[config.mk]
export PLATFORM = sky130hd
export DESIGN_NAME = arrow_scheduler
export DESIGN_NICKNAME = d
export VERILOG_FILES = /design/src/rtl/arrow_pkg.sv /design/src/rtl/lfsr16.sv /design/src/rtl/arrow_scheduler.sv
export SDC_FILE = /design/constraint.sdc
export NUM_CORES = 1
export LEC_CHECK = 0
export ABC_AREA = 1
export BUFFER_PORTS_ARGS = -buffer_cell sky130_fd_sc_hd__buf_2
export CAP_MARGIN = 20
export CORE_MARGIN = 4
export CORE_UTILIZATION = 57
export CTS_CLUSTER_DIAMETER = 150
export DETAILED_ROUTE_END_ITERATION = 10
export HOLD_SLACK_MARGIN = 0.05
export PLACE_DENSITY = 0.76
export RECOVER_POWER = 100
export SETUP_SLACK_MARGIN = 0.05
export SLEW_MARGIN = 20
export SYNTH_ARGS = -nofsm -noshare
export SYNTH_HDL_FRONTEND = slang
export SYNTH_SLANG_ARGS = --single-unit
[constraint.sdc]
create_clock -name clk -period 8.9 [get_ports clk]
set_input_delay 0 -clock clk [delete_from_list [all_inputs] [get_ports clk]]
set_output_delay 0 -clock clk [all_outputs]
set_load 0.005 [all_outputs]
[src/rtl/arrow_pkg.sv]
// Shared types and constants for the arrow wave scheduler.
package arrow_pkg;

  typedef enum logic [2:0] {
    ST_IDLE  = 3'd0,
    ST_GAP   = 3'd1,
    ST_SPAWN = 3'd2,
    ST_DRAIN = 3'd3,
    ST_DONE  = 3'd4
  } state_t;

  localparam logic [1:0] DIR_TOP    = 2'b00;
  localparam logic [1:0] DIR_BOTTOM = 2'b01;
  localparam logic [1:0] DIR_WEST   = 2'b10;
  localparam logic [1:0] DIR_EAST   = 2'b11;

  localparam logic [2:0] SPEED_MAX = 3'd7;

endpackage

[src/rtl/lfsr16.sv]
// 16-bit Fibonacci LFSR, taps 16,14,13,11, shifting right.
// The state loads the seed on reset and steps only when enabled.
module lfsr16 (
  input  logic        clk,
  input  logic        rst,
  input  logic        en,
  input  logic [15:0] seed,
  output logic [15:0] state
);

  logic fb;

  assign fb = state[0] ^ state[2] ^ state[3] ^ state[5];

  always_ff @(posedge clk) begin
    if (rst) begin
      state <= seed;
    end else if (en) begin
      state <= {fb, state[15:1]};
    end
  end

endmodule

[src/rtl/arrow_scheduler.sv]
// Spawns a wave of arrows into a fixed pool of slots, one spawn per gap of
// frames, ramping speed as the wave progresses and tracking the oldest arrow.
module arrow_scheduler
  import arrow_pkg::*;
#(
  parameter int          NUM_SLOTS  = 4,
  parameter int          WAVE_LEN   = 32,
  parameter int          GAP_FRAMES = 30,
  parameter int          BASE_SPEED = 2,
  parameter logic [15:0] LFSR_SEED  = 16'hACE1
) (
  input  logic                   clk,
  input  logic                   rst,
  input  logic                   start,
  input  logic [10:0]            hcount_in,
  input  logic [9:0]             vcount_in,
  input  logic [NUM_SLOTS-1:0]   slot_done,
  output logic [NUM_SLOTS-1:0]   valid_out,
  output logic [2*NUM_SLOTS-1:0] direction_out,
  output logic [3*NUM_SLOTS-1:0] speed_out,
  output logic [NUM_SLOTS-1:0]   inversed_out,
  output logic [NUM_SLOTS-1:0]   next_out,
  output logic [7:0]             arrows_left,
  output logic                   busy,
  output logic                   wave_done,
  output state_t                 state_dbg
);

  localparam int          SLOT_W     = (NUM_SLOTS > 1) ? $clog2(NUM_SLOTS) : 1;
  localparam logic [7:0]  GAP_INIT   = 8'(GAP_FRAMES);
  localparam logic [7:0]  WAVE_INIT  = 8'(WAVE_LEN);
  localparam logic [2:0]  SPEED_INIT = 3'(BASE_SPEED);

  // Slot handshake: valid_out[i] rises for a newly allocated arrow and holds,
  // with its parameters frozen, until the arrow answers with slot_done[i]; the
  // slot then stays low for at least one cycle before it can be reused.
  state_t               state, state_nxt;
  logic [7:0]           gap_cnt;
  logic [7:0]           seq_cnt;
  logic [7:0]           seq_tag [NUM_SLOTS];
  logic [2:0]           speed;
  logic [2:0]           spawn_mod;
  logic [15:0]          lfsr_q;
  logic                 frame_tick;
  logic                 any_free;
  logic                 spawn_en;
  logic [SLOT_W-1:0]    alloc_idx;
  logic [NUM_SLOTS-1:0] next_d;
  logic [1:0]           new_dir;
  logic                 new_inv;
  logic                 unused_lfsr;

  assign frame_tick  = (hcount_in == 11'd0) && (vcount_in == 10'd0);
  assign any_free    = ~&valid_out;
  assign new_dir     = lfsr_q[1:0];
  assign new_inv     = (speed >= 3'd4) ? (lfsr_q[2] & lfsr_q[3]) : 1'b0;
  assign unused_lfsr = ^lfsr_q[15:4];
  assign state_dbg   = state;

  lfsr16 u_lfsr (
    .clk   (clk),
    .rst   (rst),
    .en    (spawn_en),
    .seed  (LFSR_SEED),
    .state (lfsr_q)
  );

  always_ff @(posedge clk) begin
    if (rst) state <= ST_IDLE;
    else     state <= state_nxt;
  end

  always_comb begin
    state_nxt = state;
    case (state)
      ST_IDLE:  if (start) state_nxt = ST_GAP;
      ST_GAP:   if (gap_cnt == 8'd0 && any_free) state_nxt = ST_SPAWN;
      ST_SPAWN: state_nxt = (arrows_left == 8'd1) ? ST_DRAIN : ST_GAP;
      ST_DRAIN: if (valid_out == '0) state_nxt = ST_DONE;
      ST_DONE:  state_nxt = ST_IDLE;
      default:  state_nxt = ST_IDLE;
    endcase
  end

  always_comb begin
    spawn_en  = (state == ST_SPAWN);
    busy      = (state != ST_IDLE);
    wave_done = (state == ST_DONE);
  end

  always_comb begin
    alloc_idx = '0;
    for (int i = NUM_SLOTS - 1; i >= 0; i--) begin
      if (!valid_out[i]) alloc_idx = SLOT_W'(i);
    end
  end

  // Age is measured from the running sequence counter so tags may wrap.
  always_comb begin
    logic [7:0] best_age;
    logic       found;
    next_d   = '0;
    best_age = '0;
    found    = 1'b0;
    for (int i = 0; i < NUM_SLOTS; i++) begin
      if (valid_out[i] && (!found || (seq_cnt - seq_tag[i]) > best_age)) begin
        next_d    = '0;
        next_d[i] = 1'b1;
        best_age  = seq_cnt - seq_tag[i];
        found     = 1'b1;
      end
    end
  end

  always_ff @(posedge clk) begin
    if (rst) begin
      gap_cnt     <= '0;
      arrows_left <= '0;
      speed       <= SPEED_INIT;
      spawn_mod   <= '0;
      seq_cnt     <= '0;
    end else if (state == ST_IDLE && start) begin
      gap_cnt     <= GAP_INIT;
      arrows_left <= WAVE_INIT;
      speed       <= SPEED_INIT;
      spawn_mod   <= '0;
    end else if (state == ST_GAP && frame_tick && gap_cnt != 8'd0) begin
      gap_cnt <= gap_cnt - 8'd1;
    end else if (spawn_en) begin
      gap_cnt     <= GAP_INIT;
      arrows_left <= arrows_left - 8'd1;
      seq_cnt     <= seq_cnt + 8'd1;
      spawn_mod   <= spawn_mod + 3'd1;
      if (spawn_mod == 3'd7 && speed != SPEED_MAX) speed <= speed + 3'd1;
    end
  end

  always_ff @(posedge clk) begin
    if (rst) begin
      valid_out     <= '0;
      direction_out <= '0;
      speed_out     <= '0;
      inversed_out  <= '0;
      next_out      <= '0;
      for (int i = 0; i < NUM_SLOTS; i++) seq_tag[i] <= '0;
    end else begin
      next_out <= next_d;
      for (int i = 0; i < NUM_SLOTS; i++) begin
        if (spawn_en && alloc_idx == SLOT_W'(i)) begin
          valid_out[i]          <= 1'b1;
          direction_out[2*i +: 2] <= new_dir;
          speed_out[3*i +: 3]   <= speed;
          inversed_out[i]       <= new_inv;
          seq_tag[i]            <= seq_cnt;
        end else if (slot_done[i]) begin
          valid_out[i] <= 1'b0;
        end
      end
    end
  end

endmodule

# == Word-level counts from Yosys, hierarchy flattened ==
# Memory sizes are Yosys's and may differ from the RTL's.
# Cells that the tools add are included.
# totals
register_bits,81
latch_bits,0
ram_bits,32
romBits,0
inputBits,28
output_inout_bits,45
elab_cells,164
mem_count,1
# mem_list
name,words,word_bits,read_ports,rd_ports_with_merged_regs,wr,line,text
seq_tag,4,8,4,0,4,arrow_scheduler.sv:40,logic [7:0] seq_tag [NUM_SLOTS];
# classes
addsub,9
mul,0
n_div,0
magnitude_cmp,4
eq_ne,14
n_shift,0
muxes,52
n_bitwise,10
n_reduce_logical,45
# op_table
operator,count
8-bit 2-to-1 mux,9
8-bit subtractor,4
1-bit 2-to-1 mux,27
8-bit greater-than comparator,3
6-bit 2-to-1 mux,3
"8-bit by 1-bit subtractor with 8-bit output, second input constant",2
1-bit logical AND,13
4-bit 2-to-1 mux,3
3-bit one-hot mux with 4 select lines,1
2-bit nonzero test,6
11-bit zero test,1
10-bit zero test,1
2-bit 2-to-1 mux,5
3-bit 2-to-1 mux,3
3-bit AND reduction,3
"8-bit by 1-bit adder with 8-bit output, second input constant",1
"8-bit by 1-bit equality test with 1-bit output, second input constant",1
8-bit zero test,1
"2-bit inequality test, second input constant",4
8-bit nonzero test,1
"3-bit by 1-bit adder with 3-bit output, second input constant",2
"3-bit by 2-bit equality test with 1-bit output, second input constant",2
"3-bit equality test, second input constant",2
3-bit nonzero test,2
20 further kinds,34

# == Depth between registers and ports, before layout ==
# Gate-level depths: netlist (run 1).
# An unclocked memory read counts as a cell.
# depth
word_depth,15
depth_mapped,46
depth_no_buf,46

# == Hierarchy ==
# Synthesis (run 1) repeated with hierarchy kept, for this count alone.
# hier_totals
hier_cells,905
hier_area_um2,6974.2
# modules_own_cells
mod,instances,cells_per_inst,area_per_inst_um2,seq_area_each_um2
arrow_scheduler,1,821,6212.2,2262.2
lfsr16,1,84,762.0,480.5

# == Worst setup path before layout (run 1) ==
# Ideal clock, no wire load.
# synth_path
path_kind,reg-to-reg
start,register seq_cnt[0]
end,register next_out[1]
setup_ns,0.118
arrival_time_ns,4.680
required_time_ns,8.782
setup_slack_ns,4.102
stages_incl_launch_ff,44
path_buffers,1
period_less_slack_ns,4.798
cell_sequence,dfxtp_1 > inv_1 > ha_1 > inv_1 > fa_1 > inv_1 > o21ai_0 > and2_1 > nor3_1 > inv_1 > ha_1 > nand2_1 > nor2_1 > nand4_1 > nand2_1 > nand2_1 > nand2_2 > nand2_1 > [... 8 more ...] > nand2_1 > nand2_1 > nand2_1 > buf_2 > nand3_1 > nand2_1 > ha_1 > inv_1 > o21bai_1 > nand2_1 > nand2_1 > nand2_1 > nand2_1 > nand2_1 > nand2_1 > nand2_1 > nand3_1 > nor2_1
# synth_via
elab_chain_len,14
word_cells_on_any_way,22
cone_classes,add/sub: 4; order compare: 3; mux: 6; reduce/logical: 9
# synth_rtl
item,line,text
from (decl),arrow_scheduler.sv:39,logic [7:0] seq_cnt;
from (signal assigned),arrow_scheduler.sv:132,seq_cnt <= seq_cnt + 8'd1;
8-bit subtractor,arrow_scheduler.sv:109,best_age = seq_cnt - seq_tag[i];
8-bit 2-to-1 mux,arrow_scheduler.sv:106,if (valid_out[i] && (!found || (seq_cnt - seq_tag[i]) > best_age)) begin
8-bit greater-than comparator,arrow_scheduler.sv:106,
1-bit logical OR,arrow_scheduler.sv:106,
1-bit logical AND,arrow_scheduler.sv:106,
8-bit 2-to-1 mux or 1-bit 2-to-1 mux (tied branches),arrow_scheduler.sv:106,
8-bit greater-than comparator or 1-bit zero test (tied branches),arrow_scheduler.sv:106,
1-bit logical OR,arrow_scheduler.sv:106,
1-bit logical AND,arrow_scheduler.sv:106,
8-bit 2-to-1 mux or 1-bit 2-to-1 mux (tied branches),arrow_scheduler.sv:106,
8-bit greater-than comparator or 1-bit zero test (tied branches),arrow_scheduler.sv:106,
1-bit logical OR,arrow_scheduler.sv:106,
1-bit logical AND,arrow_scheduler.sv:106,
3-bit OR reduction (no line),-,
to (signal assigned),arrow_scheduler.sv:147,next_out <= next_d;
to (decl),arrow_scheduler.sv:22,"output logic [NUM_SLOTS-1:0] next_out,"
# Parallel ways exist; a longest one is shown, timed or not.
# A chain may end at the register's enable or synchronous reset.

# == Worst setup path in the final report (run 1) ==
# layout_path
start,register seq_cnt[0]
end,register next_out[0]
# layout_via
elab_chain_len,14
word_cells_on_any_way,21
cone_classes,add/sub: 4; order compare: 3; mux: 5; reduce/logical: 9
# layout_rtl
item,line
8-bit subtractor,arrow_scheduler.sv:109
8-bit 2-to-1 mux,arrow_scheduler.sv:106
8-bit greater-than comparator,arrow_scheduler.sv:106
1-bit logical OR,arrow_scheduler.sv:106
1-bit logical AND,arrow_scheduler.sv:106
8-bit 2-to-1 mux or 1-bit 2-to-1 mux (tied branches),arrow_scheduler.sv:106
8-bit greater-than comparator or 1-bit zero test (tied branches),arrow_scheduler.sv:106
1-bit logical OR,arrow_scheduler.sv:106
1-bit logical AND,arrow_scheduler.sv:106
8-bit 2-to-1 mux or 1-bit 2-to-1 mux (tied branches),arrow_scheduler.sv:106
8-bit greater-than comparator or 1-bit zero test (tied branches),arrow_scheduler.sv:106
1-bit logical OR,arrow_scheduler.sv:106
1-bit logical AND,arrow_scheduler.sv:106
4-bit OR reduction (no line) (*),-
# Mark *: on every way between the ends. The rest lies on a longest branch, timed or not.

==> impl_metrics.toml, run 1 <==
[outcome]
status = "finished, violations left"
violations = "capacitance limit, slew limit"

[synth]
ys_seq_elements = 113
synth_cell_type_count = 48
synthFlopType = "dfxtp_1"
synth.avg_cell_area_sq_um = 7.719
synthTopCellsByArea = "dfxtp_1, edfxtp_1, ha_1"
syn_inst = 899
synth.net_count = 993
seq_area_frac_synth_pct = 37.22
async_reset_ff_share_pct = 0
synth_area_sq_um = 6939
synth_area_leader_cell = "dfxtp_1"
synth_edf_count = 32
synth_top_area_share_pct = 23.37
yosys_warnings = 0

[worst_setup_path]
crit_path_max_fanout = 14
cp_num_buf_inv = 6
cp_slowest_cell = "fa_1"
crit_path_end_kind = "flip-flop"
cpLargestDelayFamily = "simple AND/OR/NAND/NOR gates"
crit_type = "reg -> reg"
cp.depth = 42
critical-path-max-stage-delay_ps = 390
rr_worst_depth = 42
crit_arrival_ps = 6520
path_common_cell = "nand2_1"
setup.worst_path.start_class = "flip-flop"
cp.required_ps = 9230

[floorplan]
die_width_um = 118.3
dieArea_sq_um = 14000
rows = 40
die_y_um = 118.3
io_pins = 73
initial_core_util_pct = 58.01
core_area_sq_um = 11960

[placed_design]
gp_congestion = 0.9143
dpl.hpwl_um = 12020
portBuffers = 72

[global_routing]
grt-ovfl-total = 0
grt_pass1_wl_um = 26590
grt_usage_pct = 23.37
grt_max_degree = 59
grt_pass1_vias = 5517
antenna_found_initial = 0

[drt]
wl_per_cell_um = 14.37
ant_nets = 0
drcViolationCount = 0
vias = 6161
drt-initial-drc-count = 430
wl_um = 16350
avgViaCountPerCell = 5.414
dr.pass1.iters = 5

[sta]
worst_pin_slew_ps = 2420
max_freq_ghz = 0.1616
fin_hold_ws_ps = 78.22
skew_ps = 8.674
rsz0062_at_grt = "no"
layout_min_cycle_time_ps = 6187
hold_viol = 0
setup_violations = 0
maxSlewViolCount = 59
setup_tns_ps = 0
finalCritPeriodShare_pct = 69.51
maxSlewHeadroom_pct = -61.31

[final_layout]
layout_common_cells = "nand2_1, inv_1, nor2_1, nand3_1, dfxtp_1"
diodes = 0
layout_commonest_cell = "nand2_1"
fin_nets = 1072
drive_above_1_share_pct = 9.586
synthToLayoutAreaGrowth_pct = 13.99
nFillCells = 1034

[power_and_ir_drop]
clkPwrFrac_pct = 47.1
pwr-share-comb_pct = 12.9
ir_drop_v = 0.0001606
cellLeakagePower_nw = 3.664
power_density_nw_per_um2 = 176.8
p_int_mw = 1.050
p_sw_mw = 0.3486
p_sw_share_pct = 24.92
power_frac_seq_pct = 40.0

[clock_tree]
clockBufferDepth = 2
cts.sinks = 113
cts_tree = "built"
htreeDepth = 4
clk_latency_ps = 410
postCtsSetupRepairBufs = 0
path_clk_slew_ps = 50
cts_buffers = 17
root_buffer = "clkbuf_16"

[min_path]
hold_class = "in -> reg"
hold_path_depth = 6

[flow_run]
maxCapViolCount = 1
## sequential cells by signal, summed over array words and instances, names as in the netlist
name	flops
arrows_left	8
speed_out	12
spawn_mod	3
next_out	4
valid_out	4
seq_cnt	8
direction_out	8
seq_tag	32
inversed_out	4
state_dbg	3
speed	3
u_lfsr.state	16
gap_cnt	8
## per-layer routing
layer / track usage, % / wire, um / vias to the layer above / part of all wire (%)
li1: - / - / 3110 / -
met1: 30.60 / 7398 / 2850 / 45
met2: 39.34 / 7944 / 178 / 49
met3: 5.024 / 774 / 23 / 4.7
met4: 5.861 / 234 / 0 / 1.4
met5: 0 / 0 / - / 0
## stage by stage
| stage | instance area [sq um] | utilization, % | power (mW) | instances | setup slack (ps) |
|---|---|---|---|---|---|
| 2_1_floorplan | 6939 | - | 0.7026 | 899 | 4102 |
| 3_3_place_gp | 7365 | 61.57 | 0.7460 | 1098 | 3234 |
| 3_5_place_dp | 7365 | 61.57 | 0.7481 | 1098 | 3044 |
| 4_1_cts | 8021 | 67.06 | 1.407 | 1138 | 3014 |
| 5_1_grt | 7910 | 66.13 | 1.458 | 1138 | 2138 |
| 6_report | 7910 | 66.13 | 1.399 | 1138 | 2713 |
## worst min-delay path, delay by kind of cell
| family | cells | cell delay (ps) |
|---|---|---|
| AO/OA/AOI/OAI | 1 | 60 |
| buffers and inverters | 1 | 90 |
| AND/OR/NAND/NOR | 4 | 280 |
## synth_stat cells (3+ instances only)
library cell / number
a21o_1: 5
a21oi_1: 50
a31oi_1: 3
and2_1: 10
buf_2: 8
buf_6: 4
clkbuf_1: 7
dfxtp_1: 81
edfxtp_1: 32
fa_1: 4
ha_1: 62
inv_1: 130
nand2_1: 164
nand2_4: 3
nand3_1: 78
nand3_4: 4
nand4_1: 18
nor2_1: 101
nor3_1: 12
o211ai_1: 3
o21a_1: 5
o21ai_0: 49
o21ai_2: 3
o21bai_1: 4
or2_2: 4
xnor2_1: 11
xor2_1: 16
## logic make-up after synthesis
family | Yosys count | share of synthesized area, %
compound gates | 131 | 10.76
flops | 113 | 37.22
fa+ha+maj | 66 | 12.33
xor+xnor | 27 | 3.408
buf+inv | 155 | 9.142
simple gates | 407 | 27.14
## what timing repair did
| item | in CTS | in global routing |
|---|---|---|
| resized for setup | 0 | 0 |
| endpoints found under the setup margin | 0 | 0 |
| hold endpoints to repair | 17 | 0 |
| hold buffers | 8 | 0 |
## final timing paths
check | from | to | slack, ps
max | seq_cnt[0]$_SDFFE_PP0P_ | next_out[0]$_SDFF_PP0_ | 2710
min | hcount_in[10] | gap_cnt[7]$_SDFFE_PP0P_ | 80
max reg2reg | seq_cnt[0]$_SDFFE_PP0P_ | next_out[0]$_SDFF_PP0_ | 2710
min reg2reg | gap_cnt[0]$_SDFFE_PP0P_ | gap_cnt[0]$_SDFFE_PP0P_ | 430
## layout make-up
class / instances / area [sq um] / area share [%]
Timing Repair Buffer: 81 / 415.4 / 5.251
Clock inverter: 13 / 143.9 / 1.819
Inverter: 134 / 506.7 / 6.406
Sequential cell: 113 / 2582 / 32.65
Clock buffer: 19 / 432.9 / 5.473
Multi-Input combinational cell: 631 / 3645 / 46.08
Tap cell: 147 / 183.9 / 2.325
## power by group through the flow
stage	combinational [mW]	clock (mW)	sequential, mW
floorplan	0.135	0	0.567
global placement	0.176	0	0.570
detailed placement	0.178	0	0.571
CTS	0.182	0.664	0.560
global route	0.207	0.690	0.562
finish	0.180	0.659	0.560
Power figures use the tool's default switching activity.
==> run 2, diff against run 1 <==
==> constraint.sdc (replaced) <==
create_clock -name clk -period 5.8 [get_ports clk]
set_input_delay 0 -clock clk [delete_from_list [all_inputs] [get_ports clk]]
set_output_delay 0 -clock clk [all_outputs]
set_load 0.005 [all_outputs]
==> run 2 against run 1 <==
Effect of this change:
- the flow now finishes without violations
- sequential share of layout area down 0.052 points
- clock power up 46%
- critical path type unchanged
- final cell count up 0.62%
- largest cell class unchanged
- core utilization up 0.10 points
==> impl_metrics.toml, run 2 (synthesis results as in run 1) <==
[global_routing]
use_met2_pct = 40.37
use_met3_pct = 5.359
grt_pass1_vias = 5719
grt_usage_pct = 24.36
grt_max_degree = 59
use_met1_pct = 31.68
top_usage_layer = "met2"
grt_pass1_wl_um = 27590
grt-ovfl-total = 0
antenna_found_initial = 0

[sta]
layout_min_cycle_time_ps = 5243
maxSlewHeadroom_pct = 19.78
setup_violations = 0
setup_tns_ps = 0
maxSlewViolCount = 0
max_freq_ghz = 0.1907
skew_ps = 7.467
hold_viol = 0
finalCritPeriodShare_pct = 90.39
rsz0062_at_grt = "no"
worst_pin_slew_ps = 1200
setup_slack_ps = 557.3

[drt]
wl_per_cell_um = 14.44
drt-initial-drc-count = 417
wl_um = 16530
drcViolationCount = 0
dr.pass1.iters = 8
vias = 6108
avgViaCountPerCell = 5.334
ant_nets = 0

[flow_run]
maxCapViolCount = 0

[floorplan]
die_y_um = 118.3
io_pins = 73
initial_core_util_pct = 58.01
dieArea_sq_um = 14000
rows = 40
core_area_sq_um = 11960
die_width_um = 118.3

[final_layout]
largest_reg_flops = 32
fin_nets = 1079
registers.top_by_ff_count = "seq_tag"
layout_commonest_cell = "nand2_1"
diodes = 0
stdcell_area_sq_um = 7923
nFillCells = 1020
top_regs = "seq_tag x32, u_lfsr.state x16, speed_out x12"
layout_common_cells = "nand2_1, inv_1, nor2_1, nand3_1, dfxtp_1"
synthToLayoutAreaGrowth_pct = 14.17
drive_above_1_share_pct = 10.52

[clock_tree]
cts.sinks = 113
clk_latency_ps = 410
postCtsSetupRepairBufs = 0
clockBufferDepth = 2
cts_tree = "built"
root_buffer = "clkbuf_16"
htreeDepth = 4
cts_buffers = 17
path_clk_slew_ps = 60

[worst_setup_path]
critical-path-max-stage-delay_ps = 510
crit_path_end_kind = "flip-flop"
crit_type = "reg -> reg"
path_common_cell = "nand2_1"
cp_slowest_cell = "dfxtp_1"
crit_path_max_fanout = 14
crit_arrival_ps = 5590
setup.worst_path.start_class = "flip-flop"
cp.required_ps = 6150

[placed_design]
place_ws_ps = 332.6
portBuffers = 72
placed_cell_area_sq_um = 7410
gp_congestion = 0.8955
dpl.hpwl_um = 12150

[power_and_ir_drop]
ir_drop_v = 0.0002995
cellLeakagePower_nw = 3.664
power_density_nw_per_um2 = 264.4

[min_path]
hold_class = "in -> reg"

[outcome]
status = "completed"
-- run 2: cell count changes in the layout (fill, tap and decap cells not counted), moves of 3 or more --
cell | previous run | this run
clkinv_1 | 5 | 0
buf_4 | 0 | 7
clkbuf_1 | 26 | 23
bufinv_16 | 3 | 0
nor2_1 | 103 | 106
-- run 2: report_power, final --
group | leakage [nW] | internal (mW) | switching (mW)
sequential | 0.984 | 0.839 | 0.0177
clock | 0.267 | 0.593 | 0.367
combinational | 2.41 | 0.107 | 0.172
-- run 2: path summary, 6_finish.rpt --
path                                               from                 endpoint  slack (ps)  depth (start not counted)
worst min register to register  gap_cnt[0]$_SDFFE_PP0P_  gap_cnt[0]$_SDFFE_PP0P_         430                          1
worst max register to register  seq_cnt[2]$_SDFFE_PP0P_   next_out[0]$_SDFF_PP0_         560                         41
worst max-delay path            seq_cnt[2]$_SDFFE_PP0P_   next_out[0]$_SDFF_PP0_         560                         41
worst min-delay path                      hcount_in[10]  gap_cnt[2]$_SDFFE_PP0P_         110                          7
-- run 2: cell type report --
type | count | area (sq um) | share of cell area [%]
Clock buffer | 21 | 481.7 | 6.080
Clock inverter | 11 | 78.83 | 0.9949
Inverter | 134 | 506.7 | 6.396
Multi-Input combinational cell | 631 | 3616 | 45.64
Sequential cell | 113 | 2582 | 32.60
Tap cell | 147 | 183.9 | 2.322
Timing Repair Buffer | 88 | 473.0 | 5.970
-- run 2: critical path: cells and delay by family, from the launching register on --
kind | cells | cell delay, ps
AND/OR/NAND/NOR | 29 | 2750
flip-flops | 1 | 510
buffers and inverters | 4 | 260
AO/OA/AOI/OAI | 4 | 460
adder cells (fa/ha/maj) | 4 | 1170
-- run 2: layer usage --
metal / vias to the layer above / wire length, um
met1: 2764 / 7346
met5: - / 0
met4: 0 / 380
met2: 175 / 7906
li1: 3129 / -
met3: 40 / 897
-- run 2: per-stage QoR --
stage	total power [mW]	std cells	hold slack [ps]	util, %
2_1_floorplan	1.078	899	91.64	-
3_3_place_gp	1.147	1104	185.4	61.95
3_5_place_dp	1.151	1104	189.6	61.95
4_1_cts	2.109	1145	101.3	67.38
5_1_grt	2.190	1145	142.4	66.23
6_report	2.095	1145	110.8	66.23
-- run 2: what timing repair did --
action / in CTS / in global routing
resized for setup: 0 / 5
endpoints found under the setup margin: 0 / 4
hold buffers: 9 / 0
hold endpoints to repair: 17 / 0
